### src/rtl/vote_logger.sv
// rtl/vote_logger.sv - one-vote-per-lockout tally keeper with saturating per-candidate and total counts
module vote_logger #(
    parameter int NUM_CAND    = 4,
    parameter int SEL_W       = 2,
    parameter int CNT_W       = 8,
    parameter int TOT_W       = 10,
    parameter int LOCKOUT_CYC = 16
) (
    input  logic                clock,
    input  logic                reset,
    input  logic                mode,
    input  logic [NUM_CAND-1:0] cand_valid,
    input  logic [SEL_W-1:0]    result_sel,
    output logic                vote_ack,
    output logic                vote_reject,
    output logic                busy,
    output logic [CNT_W-1:0]    vote_count,
    output logic [TOT_W-1:0]    total_votes
);

    localparam int TMR_W = (LOCKOUT_CYC > 1) ? $clog2(LOCKOUT_CYC) : 1;
    localparam logic [TMR_W-1:0] TMR_LOAD = TMR_W'(LOCKOUT_CYC - 1);

    typedef enum logic [1:0] {
        VOTING  = 2'd0,
        LOCKOUT = 2'd1,
        RESULT  = 2'd2
    } state_t;

    state_t             state_q, state_d;
    logic [TMR_W-1:0]   timer_q, timer_d;
    logic [CNT_W-1:0]   tally_q [NUM_CAND];
    logic [CNT_W-1:0]   tally_d [NUM_CAND];
    logic [TOT_W-1:0]   total_q, total_d;
    logic               ack_q, ack_d;
    logic               rej_q, rej_d;
    logic [CNT_W-1:0]   count_q, count_d;

    logic               any_press;
    logic               single_press;
    logic               target_full;
    logic [CNT_W-1:0]   sel_tally;

    always_comb begin
        any_press    = |cand_valid;
        // clearing the lowest set bit leaves zero only for a one-hot press
        single_press = any_press && ((cand_valid & (cand_valid - NUM_CAND'(1))) == '0);
        target_full  = 1'b0;
        sel_tally    = '0;
        for (int i = 0; i < NUM_CAND; i++) begin
            if (cand_valid[i] && (tally_q[i] == '1)) begin
                target_full = 1'b1;
            end
            if (result_sel == SEL_W'(i)) begin
                sel_tally = tally_q[i];
            end
        end
    end

    always_comb begin
        state_d = state_q;
        timer_d = timer_q;
        tally_d = tally_q;
        total_d = total_q;
        ack_d   = 1'b0;
        rej_d   = 1'b0;

        case (state_q)
            VOTING: begin
                if (mode) begin
                    state_d = RESULT;
                end else if (any_press) begin
                    if (single_press && !target_full) begin
                        for (int i = 0; i < NUM_CAND; i++) begin
                            if (cand_valid[i]) begin
                                tally_d[i] = tally_q[i] + CNT_W'(1);
                            end
                        end
                        total_d = (total_q == '1) ? total_q : total_q + TOT_W'(1);
                        ack_d   = 1'b1;
                        timer_d = TMR_LOAD;
                        state_d = LOCKOUT;
                    end else begin
                        rej_d = 1'b1;
                    end
                end
            end
            LOCKOUT: begin
                if (timer_q == '0) begin
                    state_d = mode ? RESULT : VOTING;
                end else begin
                    timer_d = timer_q - TMR_W'(1);
                end
            end
            RESULT: begin
                if (!mode) begin
                    state_d = VOTING;
                end
            end
            default: begin
                state_d = VOTING;
            end
        endcase

        // keyed off the next state so the display clears on the edge that leaves RESULT
        count_d = (state_d == RESULT) ? sel_tally : '0;
    end

    always_ff @(posedge clock) begin
        if (reset) begin
            state_q <= VOTING;
            timer_q <= '0;
            total_q <= '0;
            ack_q   <= 1'b0;
            rej_q   <= 1'b0;
            count_q <= '0;
            for (int i = 0; i < NUM_CAND; i++) begin
                tally_q[i] <= '0;
            end
        end else begin
            state_q <= state_d;
            timer_q <= timer_d;
            total_q <= total_d;
            ack_q   <= ack_d;
            rej_q   <= rej_d;
            count_q <= count_d;
            for (int i = 0; i < NUM_CAND; i++) begin
                tally_q[i] <= tally_d[i];
            end
        end
    end

    assign vote_ack    = ack_q;
    assign vote_reject = rej_q;
    assign busy        = (state_q == LOCKOUT);
    assign vote_count  = count_q;
    assign total_votes = total_q;

endmodule
### config.mk
export PLATFORM = sky130hd
export DESIGN_NAME = vote_logger
export DESIGN_NICKNAME = d
export VERILOG_FILES = /design/src/rtl/vote_logger.sv
export SDC_FILE = /design/constraint.sdc
export NUM_CORES = 1
export LEC_CHECK = 0
export ABC_AREA = 1
export BUFFER_PORTS_ARGS = -buffer_cell sky130_fd_sc_hd__buf_4
export CORE_ASPECT_RATIO = 0.7
export CORE_MARGIN = 1.5
export CORE_UTILIZATION = 47
export DETAILED_ROUTE_END_ITERATION = 10
export PLACE_DENSITY_LB_ADDON = 0.08
export SETUP_SLACK_MARGIN = 0.5
export SLEW_MARGIN = 20
export SYNTH_ARGS = -nofsm -noshare
export SYNTH_HDL_FRONTEND = slang
export SYNTH_SLANG_ARGS = --single-unit
### constraint.sdc
create_clock -name clock -period 2.3 [get_ports clock]
set_input_delay 0.345 -clock clock [delete_from_list [all_inputs] [get_ports clock]]
set_output_delay 0.345 -clock clock [all_outputs]
set_load 0.1 [all_outputs]
**After elaboration in Yosys (flattened, before gate mapping)**

Cells that the tools add are included.

- Input port bits: 9
- Output and inout bits: 21
- Bits in registers: 58
- Word-level logic and storage cells: 81

- Bitwise gates (word level): 6
- Eq/ne operators: 15
- Reductions and logical operators: 21
- Add/sub/neg operators: 7
- Multiplexer cells: 22

Operators by type and width:

| cell | count |
|---|---|
| $add A8 B1 Y8 const B | 4 |
| $eq A8 B8 Y1 const B | 4 |
| $mux W8 | 4 |
| $reduce_and A5 Y1 | 6 |
| $mux W4 | 4 |
| $mux W2 | 6 |
| $add A10 B1 Y10 const B | 1 |
| $eq A10 B10 Y1 const B | 1 |
| $eq A2 B2 Y1 const B | 4 |
| $logic_not A4 Y1 | 2 |
| $ne A2 B2 Y1 const B | 4 |
| $pmux W4 S2 | 1 |
| $reduce_or A4 Y1 | 2 |
| $sub A4 B1 Y4 const B | 2 |
| $logic_and A1 B1 Y1 | 6 |
| $mux W1 | 6 |
| $pmux W2 S3 | 1 |
| $not A1 Y1 | 5 |
| $and A4 B4 Y4 | 1 |
| $eq A2 B1 Y1 const B | 2 |
| $logic_not A2 Y1 | 2 |
| $reduce_bool A2 Y1 | 1 |
| $reduce_or A2 Y1 | 1 |
| $logic_not A1 Y1 | 1 |

**Depth between registers and ports, before layout**

Gate-level depths: netlist of the first run.

- Word-level depth: 15
- Gate-level depth with buffers: 12
- Depth with buffers taken out: 12

**Least setup slack after synthesis of the first run**

Ideal clock, no wire load.

- Path type: register to register
- From: reg state_q[0]
- To: reg timer_q[0]
- Buffers on the path: 0
- Setup time: 0.128 ns
- Data required time: 2.172 ns
- Period minus slack after synthesis: 2.359 ns
- Data arrival time: 2.231 ns
- Slack: -0.059 ns
- Cell stages (with the launch flop): 8
- Path through: dfxtp_1 > inv_1 > nor2_1 > inv_1 > nor2_1 > nand4_1 > nand2_1 > nor2_1

- Word-level cells in the longest chain between the ends: 3
- Elaborated cells on any way between the ends: 9
- Classes of those cells: 5 x eq/ne; 1 x mux; 3 x reduce/logical

RTL lines:

| item | line | RTL |
|---|---|---|
| from (decl) | 30 | `state_t state_q, state_d;` |
| from (signal assigned) | 121 | `state_q <= state_d;` |
| $eq A2 B1 Y1 * | - |  |
| named net busy | 16 | `output logic busy,` |
| $ne A2 B2 Y1 (no line) / $reduce_bool A2 Y1 (equally long branches) | - |  |
| $reduce_and A5 Y1 (no line) | - |  |
| to (signal assigned) | 122 | `timer_q <= timer_d;` |
| to (decl) | 31 | `logic [TMR_W-1:0] timer_q, timer_d;` |

The timed path passes the listed nets; every way through them passes the cells marked *.
A chain may end at the register's enable or synchronous reset.

**Worst setup path in the final report of the first run**

- From: reg tally_q[24] (netlist name)
- To: reg tally_q[23] (netlist name)

- Word-level cells in the longest chain between the ends: 9

RTL lines:

| item | line | RTL |
|---|---|---|
| from (decl) | 32 | `logic [CNT_W-1:0] tally_q [NUM_CAND];` |
| from (signal, indexed assignment) | 128 | `tally_q[i] <= tally_d[i];` |
| $eq A8 B8 Y1 | 51 | `if (cand_valid[i] && (tally_q[i] == '1)) begin` |
| $logic_and A1 B1 Y1 | 51 |  |
| $mux W1 (4 in series) | 51 |  |
| $logic_not A1 Y1 | 73 | `if (single_press && !target_full) begin` |
| $logic_and A1 B1 Y1 | 73 |  |
| $reduce_and A5 Y1 (no line) | - |  |

Every way passes these cells.

==> Implementation_results.wiki, run 1 <==
{| class="wikitable"
! Metric !! Value
|-
| Post-Synthesis Cell Area || 3130 µm²
|-
| Setup clock skew after layout || 8.73 ps
|-
| Number of rows created at floorplan || 24
|-
| Actual transition at the worst max-transition pin || 685 ps
|-
| RSZ-0062 raised after global routing || true
|-
| Cell count after synthesis || 447
|-
| Placed wire-length estimate || 5370 µm
|-
| Global route hottest layer || met2
|-
| Hold depth || 3
|-
| Internal Pwr Total || 1.58 mW
|-
| Met3 track demand over resource in global routing || 6.15%
|-
| Setup TNS || 0 ps
|-
| Fraction of layout cells with a size suffix above 1 || 22.7%
|-
| Floorplan Core Area || 6340 µm²
|-
| Max-slew headroom at the worst pin || 54.0%
|-
| Detail Route Antenna Nets || 0
|-
| Share of synthesized registers carrying an async set or reset || 0%
|-
| Part of the power in the clock network || 40.6%
|-
| WHS Endpoint || tally_q[17]$_SDFFE_PP0P_
|-
| Post-Synthesis Net Count || 462
|-
| TritonCTS clock tree || built
|-
| CTS Buffer Depth || 2
|-
| Post-layout nets || 499
|-
| Library cell with the largest summed area after synthesis || dfxtp_1
|-
| Depth of the worst register-to-register path || 12
|-
| Worst flop-to-flop path startpoint || tally_q[24]$_SDFFE_PP0P_
|-
| Maximum fanout along the worst path || 9
|-
| Warning count from the yosys run || 0
|-
| Leakage power of the design || 1.51 nW
|-
| Crit path capture type || flip-flop
|-
| Number of levels in the clock H-tree || 3
|-
| Sequential share of the synthesized area || 37.1%
|-
| Share of the core filled with cells in the final layout || 61.9%
|-
| Area growth, synth to finish || 25.3%
|-
| Clock transition at the registers of the reported paths || 70 ps
|-
| Num CTS Buffers || 9
|-
| Most used standard cell by instance count after synthesis || nand2_1
|-
| Number of buffers inserted by hold repair at cts || 0
|-
| Power density of the placed cells || 561 nW/µm²
|-
| Dominant synthesized flop cell || dfxtp_1
|-
| Global-route total usage across every layer || 23.6%
|-
| Yosys cell types || 27
|-
| Data required time at the worst endpoint || 2570 ps
|-
| CTS sink count || 58
|-
| Height of the chip || 71.3 µm
|-
| Wire length of the first global-routing pass || 13,200 µm
|-
| Wire length per cell after detailed routing || 14.6 µm
|-
| Number of endpoints with negative hold slack in the final report || 0
|-
| Worst hold-check path type || input port to flip-flop
|-
| Total congestion overflow after global routing || 0
|-
| Die span in x || 101 µm
|-
| Maximum number of pins on one net before global-route repair || 29
|-
| Reg-to-Reg End || tally_q[23]$_SDFFE_PP0P_
|-
| Share of total power consumed by net switching || 28.1%
|-
| Number of placed cells counting well taps || 556
|-
| Commonest cells in the synthesized netlist || nand2_1 (105), dfxtp_1 (58), a21oi_1 (57)
|-
| RD Place Congestion || 0.838
|-
| Starting density of the core || 49.4%
|-
| Post-layout minimum cycle time || 1790 ps
|-
| Source of the worst hold timing path || cand_valid[1]
|-
| Max Freq || 560 MHz
|-
| Worst EP arrival || 2060 ps
|-
| Register-to-register path setup slack || 510 ps
|-
| Number of antenna violations at the first check in global routing || 0
|-
| Number of max-cap violations || 0
|-
| Worst-skew pair later-pin latency || 340 ps
|-
| Number of vias per cell || 5.38
|-
| Met2 track utilization from global routing || 34.5%
|-
| Count of pins over their slew limit || 0
|-
| Portion of the clock cycle consumed by the worst path in the final layout || 77.7%
|-
| Run status || complete, no violations
|-
| Total of endpoints with negative setup slack in the final report || 0
|-
| Total Wirelength || 8480 µm
|-
| Count of placed standard cells in the final layout, fillers left out || 580
|-
| Global routing met1 resource utilization || 33.9%
|-
| Fraction of power consumed by combinational cells || 12.5%
|-
| Mean instance size in the synthesized netlist || 7.00 µm²
|-
| 1st-iter DRT viols || 237
|-
| Via count of the first global-routing pass || 2,775
|-
| Diodes inserted || 0
|-
| Critical Path Start Type || flip-flop
|-
| Fraction of post-synthesis cell area in the top cell type by area || 37.1%
|-
| NetSw || 0.618 mW
|-
| Total DRC errors in the routed layout || 0
|-
| Part of the total power dissipated in sequential elements || 46.9%
|-
| Clock root buffer || clkbuf_8
|-
| Highest ir drop seen on vdd || 0.478 mV
|-
| Number of ports placed on the die boundary || 30
|-
| DR pass1 iterations || 6
|-
| Total vias in the final route || 3,122
|-
| I/O Buffers || 29
|-
| Count of flip-flops with a built-in enable after synthesis || 0
|-
| Top area cells in the synthesized netlist || dfxtp_1 (37%), nand2_1 (13%), a21oi_1 (9.1%)
|-
| Register bit count reported by yosys || 58
|-
| Die area || 7170 µm²
|-
| Start-to-end type of the worst setup path || flip-flop to flip-flop
|}
-- cells in the final DEF, fill, tap and decap left out, drive strengths merged --
master,n
clkinvlp,1
ha,6
o21ai,2
xnor2,9
a22o,1
nor2,33
nand3,49
o22ai,4
nand3b,3
nor3,10
or2,2
xor2,22
inv,46
a41oi,1
buf,39
a211oi,1
dfxtp,58
clkbuf,15
a221oi,2
clkinv,2
nand4,17
a21oi,57
nand2,109
-- power groups by stage --
| stage | Sequential (mW) | Combinational [mW] | Clock [mW] |
|---|---|---|---|
| after global routing | 1.03 | 0.302 | 0.967 |
| after detailed placement | 1.06 | 0.232 | 0 |
| after floorplan | 1.08 | 0.153 | 0 |
| after global placement | 1.06 | 0.231 | 0 |
| final | 1.03 | 0.275 | 0.892 |
| after CTS | 1.03 | 0.247 | 0.914 |
-- layout make-up --
class                   instances  area (µm²)
repair buffers                 42         404
multi-input cells             328        1860
well taps                      91         114
flip-flops and latches         58        1190
inverters                      45         169
clock buffers                  12         165
clock inverters                 4        23.8
fillers                       581        2410
-- how the worst max path moves through the flow --
stage,cells past startpoint,end,startpoint,slack (ps)
CTS,11,total_votes[2]$_SDFFE_PP0P_,tally_q[24]$_SDFFE_PP0P_,500
floorplan,6,total_votes[5]$_SDFFE_PP0P_,total_votes[3]$_SDFFE_PP0P_,590
finish,12,tally_q[23]$_SDFFE_PP0P_,tally_q[24]$_SDFFE_PP0P_,510
global placement,12,total_votes[2]$_SDFFE_PP0P_,tally_q[1]$_SDFFE_PP0P_,420
global route,12,tally_q[23]$_SDFFE_PP0P_,tally_q[24]$_SDFFE_PP0P_,440
detailed placement,12,total_votes[2]$_SDFFE_PP0P_,tally_q[0]$_SDFFE_PP0P_,390
-- state kept, by name (all words and copies together) (netlist names) --
name,count
state_q,2
tally_q,32
timer_q,4
total_votes,10
vote_ack,1
vote_count,8
vote_reject,1
-- what timing repair did --
item | CTS | global route
pin swaps | 1 | 17
setup endpoints to repair | 35 | 47
gates resized for setup | 12 | 28
cloned | 1 | 3
buffers inserted | 0 | 4
-- layer usage --
layer	up-vias	part of all wire [%]
li1	1556	-
met1	1444	49
met2	108	42
met3	14	6.8
met4	0	1.5
met5	-	0
-- worst max-delay path, cell delays in order (launching register included) --
cell,delay [ps]
dfxtp_4,370
ha_4,170
nand2_2,60
nor2_2,40
nand3b_1,110
nand2_1,80
inv_2,70
nand3_4,90
nor2_4,160
buf_6,170
clkbuf_16,170
nand3_1,80
a21oi_1,140
-- through the flow --
step	total power [mW]	hold WS, ps	cell area, µm²	worst slack (ps)
floorplan	1.23	441	3160	585
global placement	1.29	452	3440	424
detailed placement	1.29	461	3440	392
CTS	2.19	344	3700	498
global route	2.30	355	3920	444
finish	2.20	353	3920	513
-- cells by family after synthesis --
logic type | Yosys count | share of synthesized area [%]
and+or+nand+nor | 223 | 31.8
AOI/OAI and AO/OA | 68 | 11.6
buffers and inverters | 61 | 8.47
DFF | 58 | 37.1
xor gates and xnor gates | 31 | 8.67
adders and majority gates | 6 | 2.40
Note: power is estimated with default switching activity, not from simulation.
==> run 2: changes to the inputs <==
Clock period 2.3 ns to 1.8 ns, I/O delays scaled along.
==> run 2 against run 1 <==
- non-clock buffer count rose by 32
- global-route usage rose by 2.6 points
- largest power group unchanged
- sequential share of layout area fell by 3.0 points
- critical endpoint is now total_votes[4]$_SDFFE_PP0P_
- first-iteration DRC count fell by 11%
==> Implementation_results.wiki, run 2 (synthesis gave the netlist of run 1 again) <==
{| class="wikitable"
! Metric !! Value
|-
| Clock root buffer || clkbuf_8
|-
| Num CTS Buffers || 9 (unchanged)
|-
| Leakage power of the design || 1.72 nW (+14%)
|-
| Total cell area at the placement stage || 3720 µm² (+8.0%)
|-
| Die span in x || 101 µm (unchanged)
|-
| Most common cell after layout, fill and taps aside || nand2_1
|-
| 1st-iter DRT viols || 211 (-11%)
|-
| Data required time at the worst endpoint || 2030 ps (-540 ps)
|-
| Detail Route Antenna Nets || 0 (unchanged)
|-
| Final setup margin || 43.9 ps (-469 ps)
|-
| Total DRC errors in the routed layout || 0 (unchanged)
|-
| Number of endpoints with negative hold slack in the final report || 0 (unchanged)
|-
| Diodes inserted || 0 (unchanged)
|-
| Start-to-end type of the worst setup path || flip-flop to flip-flop
|-
| Max FFs per register || 32 (unchanged)
|-
| Die area || 7170 µm² (unchanged)
|-
| Wire length of the first global-routing pass || 14,600 µm (+11%)
|-
| Area growth, synth to finish || 42.8%
|-
| Maximum fanout along the worst path || 7 (-2)
|-
| Finished Cell Area || 4470 µm² (+14%)
|-
| Count of pins over their slew limit || 0 (unchanged)
|-
| Portion of the clock cycle consumed by the worst path in the final layout || 97.6% (+20 points)
|-
| Power density of the placed cells || 662 nW/µm² (+18%)
|-
| RSZ-0062 raised after global routing || true
|-
| Actual transition at the worst max-transition pin || 636 ps (-48.7 ps)
|-
| Highest ir drop seen on vdd || 0.420 mV (-12%)
|-
| Fin Hold WS || 195 ps (-158 ps)
|-
| Via count of the first global-routing pass || 2,934 (+5.7%)
|-
| Placed wire-length estimate || 6040 µm (+12%)
|-
| CTS sink count || 58 (unchanged)
|-
| Setup clock skew after layout || 8.00 ps (-0.729 ps)
|-
| Max-slew headroom at the worst pin || 57.4% (+3.4 points)
|-
| Worst-skew pair later-pin latency || 340 ps (about the same)
|-
| TritonCTS clock tree || built
|-
| RD Place Congestion || 0.874 (+4.3%)
|-
| Run status || complete, no violations
|-
| Number of antenna violations at the first check in global routing || 0 (unchanged)
|-
| Starting density of the core || 49.4% (unchanged)
|-
| Highest-count cells in the layout ignoring fill and taps || nand2_1 (79), buf_4 (56), a21oi_1 (49)
|-
| Crit path capture type || flip-flop
|-
| Total vias in the final route || 3,280 (+5.1%)
|-
| Worst hold-check path type || input port to flip-flop
|-
| Number of rows created at floorplan || 24 (unchanged)
|-
| Number of vias per cell || 5.34 (-0.76%)
|-
| Fraction of layout cells with a size suffix above 1 || 35.6% (+13 points)
|-
| Height of the chip || 71.3 µm (unchanged)
|-
| Post-layout nets || 533 (+6.8%)
|-
| Critical Path Start Type || flip-flop
|-
| Total congestion overflow after global routing || 0 (unchanged)
|-
| CTS Buffer Depth || 2 (unchanged)
|-
| Maximum number of pins on one net before global-route repair || 24 (-17%)
|-
| Clock transition at the registers of the reported paths || 70 ps (about the same)
|-
| Floorplan Core Area || 6340 µm² (unchanged)
|-
| Pre-CTS setup slack || 7.33 ps (-384 ps)
|-
| Total of endpoints with negative setup slack in the final report || 0 (unchanged)
|-
| Number of levels in the clock H-tree || 3 (unchanged)
|-
| Worst EP arrival || 1990 ps (-70 ps)
|-
| Number of placed cells counting well taps || 574 (+3.2%)
|-
| Number of ports placed on the die boundary || 30 (unchanged)
|-
| I/O Buffers || 29 (unchanged)
|-
| Post-layout minimum cycle time || 1760 ps (-30.6 ps)
|-
| Register with the highest flop count || tally_q
|-
| Count of placed standard cells in the final layout, fillers left out || 614 (+5.9%)
|-
| Global-route total usage across every layer || 26.2% (+2.6 points)
|-
| Wire length per cell after detailed routing || 15.1 µm (+3.5%)
|-
| Total Wirelength || 9290 µm (+9.6%)
|-
| Overall power after layout || 2.96 mW (+34%)
|-
| Number of max-cap violations || 0 (unchanged)
|-
| Max Freq || 569 MHz (+1.7%)
|-
| DR pass1 iterations || 6 (unchanged)
|}
run 2: changes by cell type in the layout (fill, tap and decap cells not counted), sizes merged:
cell	previous run	this run
inv	46	45
clkbuf	15	12
clkinv	2	4
o21ai	2	3
buf	39	74
nand2	109	110
clkinvlp	1	0
run 2: area by class of cell:
| cell class | instances | area [µm²] |
|---|---|---|
| Sequential cell | 58 | 1220 |
| Timing Repair Buffer | 74 | 707 |
| Clock inverter | 4 | 23.8 |
| Fill cell | 521 | 1870 |
| Multi-Input combinational cell | 330 | 2060 |
| Inverter | 45 | 174 |
| Clock buffer | 12 | 166 |
| Tap cell | 91 | 114 |
run 2: worst paths after layout:
kind | start | end | slack [ps] | depth (start not counted)
max | tally_q[24]$_SDFFE_PP0P_ | total_votes[4]$_SDFFE_PP0P_ | 40 | 13
min | reset | tally_q[1]$_SDFFE_PP0P_ | 200 | 2
max reg2reg | tally_q[24]$_SDFFE_PP0P_ | total_votes[4]$_SDFFE_PP0P_ | 40 | 13
min reg2reg | timer_q[2]$_SDFFE_PP0P_ | timer_q[2]$_SDFFE_PP0P_ | 470 | 2
run 2: per-layer routing:
layer  GRT usage, %  wire length (µm)  up-vias
met5              0                 0        -
met4           8.76               126        0
met3           5.27               653       14
met2           36.9              3990      110
met1           39.9              4510     1522
li1               -                 -     1634
run 2: metrics by stage:
stage               utilization, %  setup TNS, ps
finish                        70.5              0
CTS                           67.9              0
detailed placement            58.6              0
global route                  70.5           -443
global placement              58.6              0
floorplan                        -              0
run 2: what timing repair did:
| item | 4_1_cts | 5_1_grt |
|---|---|---|
| resized for setup | 42 | 44 |
| setup endpoints to repair | 58 | 65 |
| cloned | 4 | 1 |
| pin swaps | 17 | 9 |
| setup buffers | 18 | 1 |
| hold buffers | 0 | 0 |
run 2: critical path: stages (launching register included):
cell and delay, ps:
dfxtp_4 360, ha_4 160, nand2_2 60, nor2_2 40
nand3b_1 110, nand2_2 80, inv_2 70, nand3_4 90
nor2_4 160, buf_6 130, buf_12 140, nand2_8 90
nand2_4 100, a21oi_2 50
run 2: power breakdown:
group          internal, mW  total, mW  switching (mW)  leakage [nW]
logic                 0.186      0.486           0.300          1.13
registers              1.29       1.31          0.0224         0.483
clock network         0.616       1.16           0.546         0.101
total                  2.09       2.96           0.869          1.72
==> run 3: changes to the inputs <==
Settings changed: CTS_BUF_LIST set to sky130_fd_sc_hd__clkbuf_4 sky130_fd_sc_hd__clkbuf_8, SKIP_LAST_GASP set to 1, SLEW_MARGIN 20 to not set.
==> run 3 against run 2 <==
- setup slack better by 11 ps
- register-to-register slack hardly changed
- non-clock buffer count stayed put
- critical path type unchanged
- critical endpoint unchanged
==> Implementation_results.wiki, run 3 (synthesis gave the netlist of run 1 again) <==
{| class="wikitable"
! Metric !! Value
|-
| Area growth, synth to finish || 42.3%
|-
| TritonCTS clock tree || built
|-
| Count of pins over their slew limit || 0 (unchanged)
|-
| Maximum fanout along the worst path || 7 (unchanged)
|-
| Fraction of layout cells with a size suffix above 1 || 34.8% (-0.76 points)
|-
| Placed wire-length estimate || 6040 µm (unchanged)
|-
| Post-layout minimum cycle time || 1750 ps (-10.9 ps)
|-
| Starting density of the core || 49.4% (unchanged)
|-
| Total Wirelength || 9220 µm (-0.76%)
|-
| Number of buffers inserted by hold repair at cts || 0 (unchanged)
|-
| Most common cell after layout, fill and taps aside || nand2_1
|-
| Longest individual stage delay on the worst path || 360 ps (about the same)
|-
| Wire length per cell after detailed routing || 15.0 µm (-0.76%)
|-
| Number of rows created at floorplan || 24 (unchanged)
|-
| Diodes inserted || 0 (unchanged)
|-
| Max Freq || 573 MHz (+0.62%)
|-
| Count of placed standard cells in the final layout, fillers left out || 614 (unchanged)
|-
| I/O Buffers || 29 (unchanged)
|-
| Worst-skew pair later-pin latency || 350 ps (about the same)
|-
| Num CTS Buffers || 9 (unchanged)
|-
| Depth of the worst register-to-register path || 13 (unchanged)
|-
| Critical path launch point || tally_q[24]$_SDFFE_PP0P_
|-
| Pre-CTS setup slack || 7.33 ps (unchanged)
|-
| Number of vias per cell || 5.36 (+0.43%)
|-
| Reg-to-Reg End || total_votes[4]$_SDFFE_PP0P_
|-
| Floorplan Core Area || 6340 µm² (unchanged)
|-
| Global-route total usage across every layer || 26.0% (-0.23 points)
|-
| Clock root buffer || clkbuf_8
|-
| Worst flop-to-flop path startpoint || tally_q[24]$_SDFFE_PP0P_
|-
| 1st-iter DRT viols || 197 (-6.6%)
|-
| Endpoint of the worst setup timing path || total_votes[4]$_SDFFE_PP0P_
|-
| Setup clock skew after layout || 9.98 ps (+1.97 ps)
|-
| Critical path, cell by cell || ha_4, nand2_2, nor2_2, nand3b_1, nand2_2, inv_2, nand3_4, nor2_4, buf_6, buf_12, nand2_8, nand2_2, a21oi_1
|-
| Data required time at the worst endpoint || 2030 ps (about the same)
|-
| Final setup margin || 54.8 ps (+10.9 ps)
|-
| Number of placed cells counting well taps || 574 (unchanged)
|-
| Number of endpoints with negative hold slack in the final report || 0 (unchanged)
|-
| Number of levels in the clock H-tree || 3 (unchanged)
|-
| Clock transition at the registers of the reported paths || 70 ps (about the same)
|-
| CTS sink count || 58 (unchanged)
|-
| Critical Path Start Type || flip-flop
|-
| Register with the highest flop count || tally_q
|-
| Die area || 7170 µm² (unchanged)
|-
| Wire length of the first global-routing pass || 14,500 µm (-0.71%)
|-
| Die span in x || 101 µm (unchanged)
|-
| RD Place Congestion || 0.874 (unchanged)
|-
| DR pass1 iterations || 5 (-1)
|-
| Post-layout nets || 533 (unchanged)
|-
| Number of ports placed on the die boundary || 30 (unchanged)
|-
| Total vias in the final route || 3,294 (+0.43%)
|-
| Total congestion overflow after global routing || 0 (unchanged)
|-
| Number of max-cap violations || 0 (unchanged)
|-
| Max-slew headroom at the worst pin || 57.5% (+0.081 points)
|-
| Run status || complete, no violations
|-
| Power density of the placed cells || 680 nW/µm² (+2.6%)
|-
| CTS Buffer Depth || 2 (unchanged)
|-
| RSZ-0062 raised after global routing || true
|-
| Total of endpoints with negative setup slack in the final report || 0 (unchanged)
|-
| Total DRC errors in the routed layout || 0 (unchanged)
|-
| Library cell appearing most often on the critical path || nand2_2
|-
| Sum of buffers and inverters on the critical path || 3 (unchanged)
|-
| Number of antenna violations at the first check in global routing || 0 (unchanged)
|-
| Total stage count of the critical path || 13 (unchanged)
|-
| Crit path capture type || flip-flop
|-
| Maximum number of pins on one net before global-route repair || 24 (unchanged)
|-
| Slowest stage cell, crit path || dfxtp_4
|-
| Highest ir drop seen on vdd || 0.419 mV (about the same)
|-
| Start-to-end type of the worst setup path || flip-flop to flip-flop
|-
| Worst hold-check path type || input port to flip-flop
|-
| Detail Route Antenna Nets || 0 (unchanged)
|-
| Leakage power of the design || 1.72 nW (about the same)
|-
| Max FFs per register || 32 (unchanged)
|-
| Portion of the clock cycle consumed by the worst path in the final layout || 97.0% (-0.61 points)
|-
| Kind of cell adding the most delay to the critical path || simple AND/OR/NAND/NOR gates
|-
| Height of the chip || 71.3 µm (unchanged)
|-
| Highest-count cells in the layout ignoring fill and taps || nand2_1 (81), buf_4 (57), a21oi_1 (51)
|-
| Via count of the first global-routing pass || 2,945 (+0.37%)
|-
| Actual transition at the worst max-transition pin || 635 ps (-1.21 ps)
|-
| Register-to-register path setup slack || 50 ps (about the same)
|-
| Worst EP arrival || 1970 ps (-20 ps)
|}
==> run 3: what timing repair did <==
| item | 4_1_cts | 5_1_grt |
|---|---|---|
| buffers inserted | 18 | 1 |
| endpoints found under the hold margin | 0 | 0 |
| pin swaps | 17 | 7 |
| setup endpoints to repair | 58 | 64 |
| cloned | 4 | 1 |
| resized for setup | 42 | 37 |
==> run 3: per-stage QoR <==
| stage | area, µm² | total power, mW | TNS [ps] | util (%) | hold WS, ps |
|---|---|---|---|---|---|
| 2_1_floorplan | 3280 | 1.57 | 0 | - | 432 |
| 3_3_place_gp | 3720 | 1.65 | 0 | 58.6 | 453 |
| 3_5_place_dp | 3720 | 1.66 | 0 | 58.6 | 456 |
| 4_1_cts | 4310 | 2.96 | 0 | 68.0 | 183 |
| 5_1_grt | 4450 | 3.13 | -367 | 70.3 | 198 |
| 6_report | 4450 | 3.03 | 0 | 70.3 | 190 |
==> run 3: worst min-delay path by stage <==
stage,start,end,slack (ps),depth (start not counted)
after floorplan,reset,total_votes[2]$_SDFFE_PP0P_,430,3
after global placement,timer_q[2]$_SDFFE_PP0P_,timer_q[2]$_SDFFE_PP0P_,450,2
after detailed placement,timer_q[2]$_SDFFE_PP0P_,timer_q[2]$_SDFFE_PP0P_,460,2
after CTS,reset,tally_q[1]$_SDFFE_PP0P_,180,2
after global routing,reset,tally_q[1]$_SDFFE_PP0P_,200,2
final,reset,tally_q[1]$_SDFFE_PP0P_,190,2
==> run 3: area by class of cell <==
type / instances / area (µm²)
repair buffers: 74 / 703
clock inverters: 5 / 53.8
inverters: 45 / 174
well taps: 91 / 114
clock buffers: 11 / 145
fillers: 527 / 1880
multi-input cells: 330 / 2040
flip-flops and latches: 58 / 1220
==> run 3: report_power, final <==
part | switching [mW] | internal, mW | total, mW
Sequential | 0.0225 | 1.29 | 1.31
Combinational | 0.298 | 0.186 | 0.484
Clock | 0.544 | 0.687 | 1.23
Total | 0.865 | 2.16 | 3.03
==> run 3: routing by layer <==
metal / share of wire (%) / wire length (µm) / GRT usage, % / vias to the layer above
met5: 0 / 0 / 0 / -
met4: 1.4 / 132 / 8.29 / 0
met3: 6.6 / 611 / 5.27 / 15
met2: 43 / 3980 / 37.2 / 124
met1: 49 / 4490 / 39.2 / 1523
li1: - / - / - / 1632
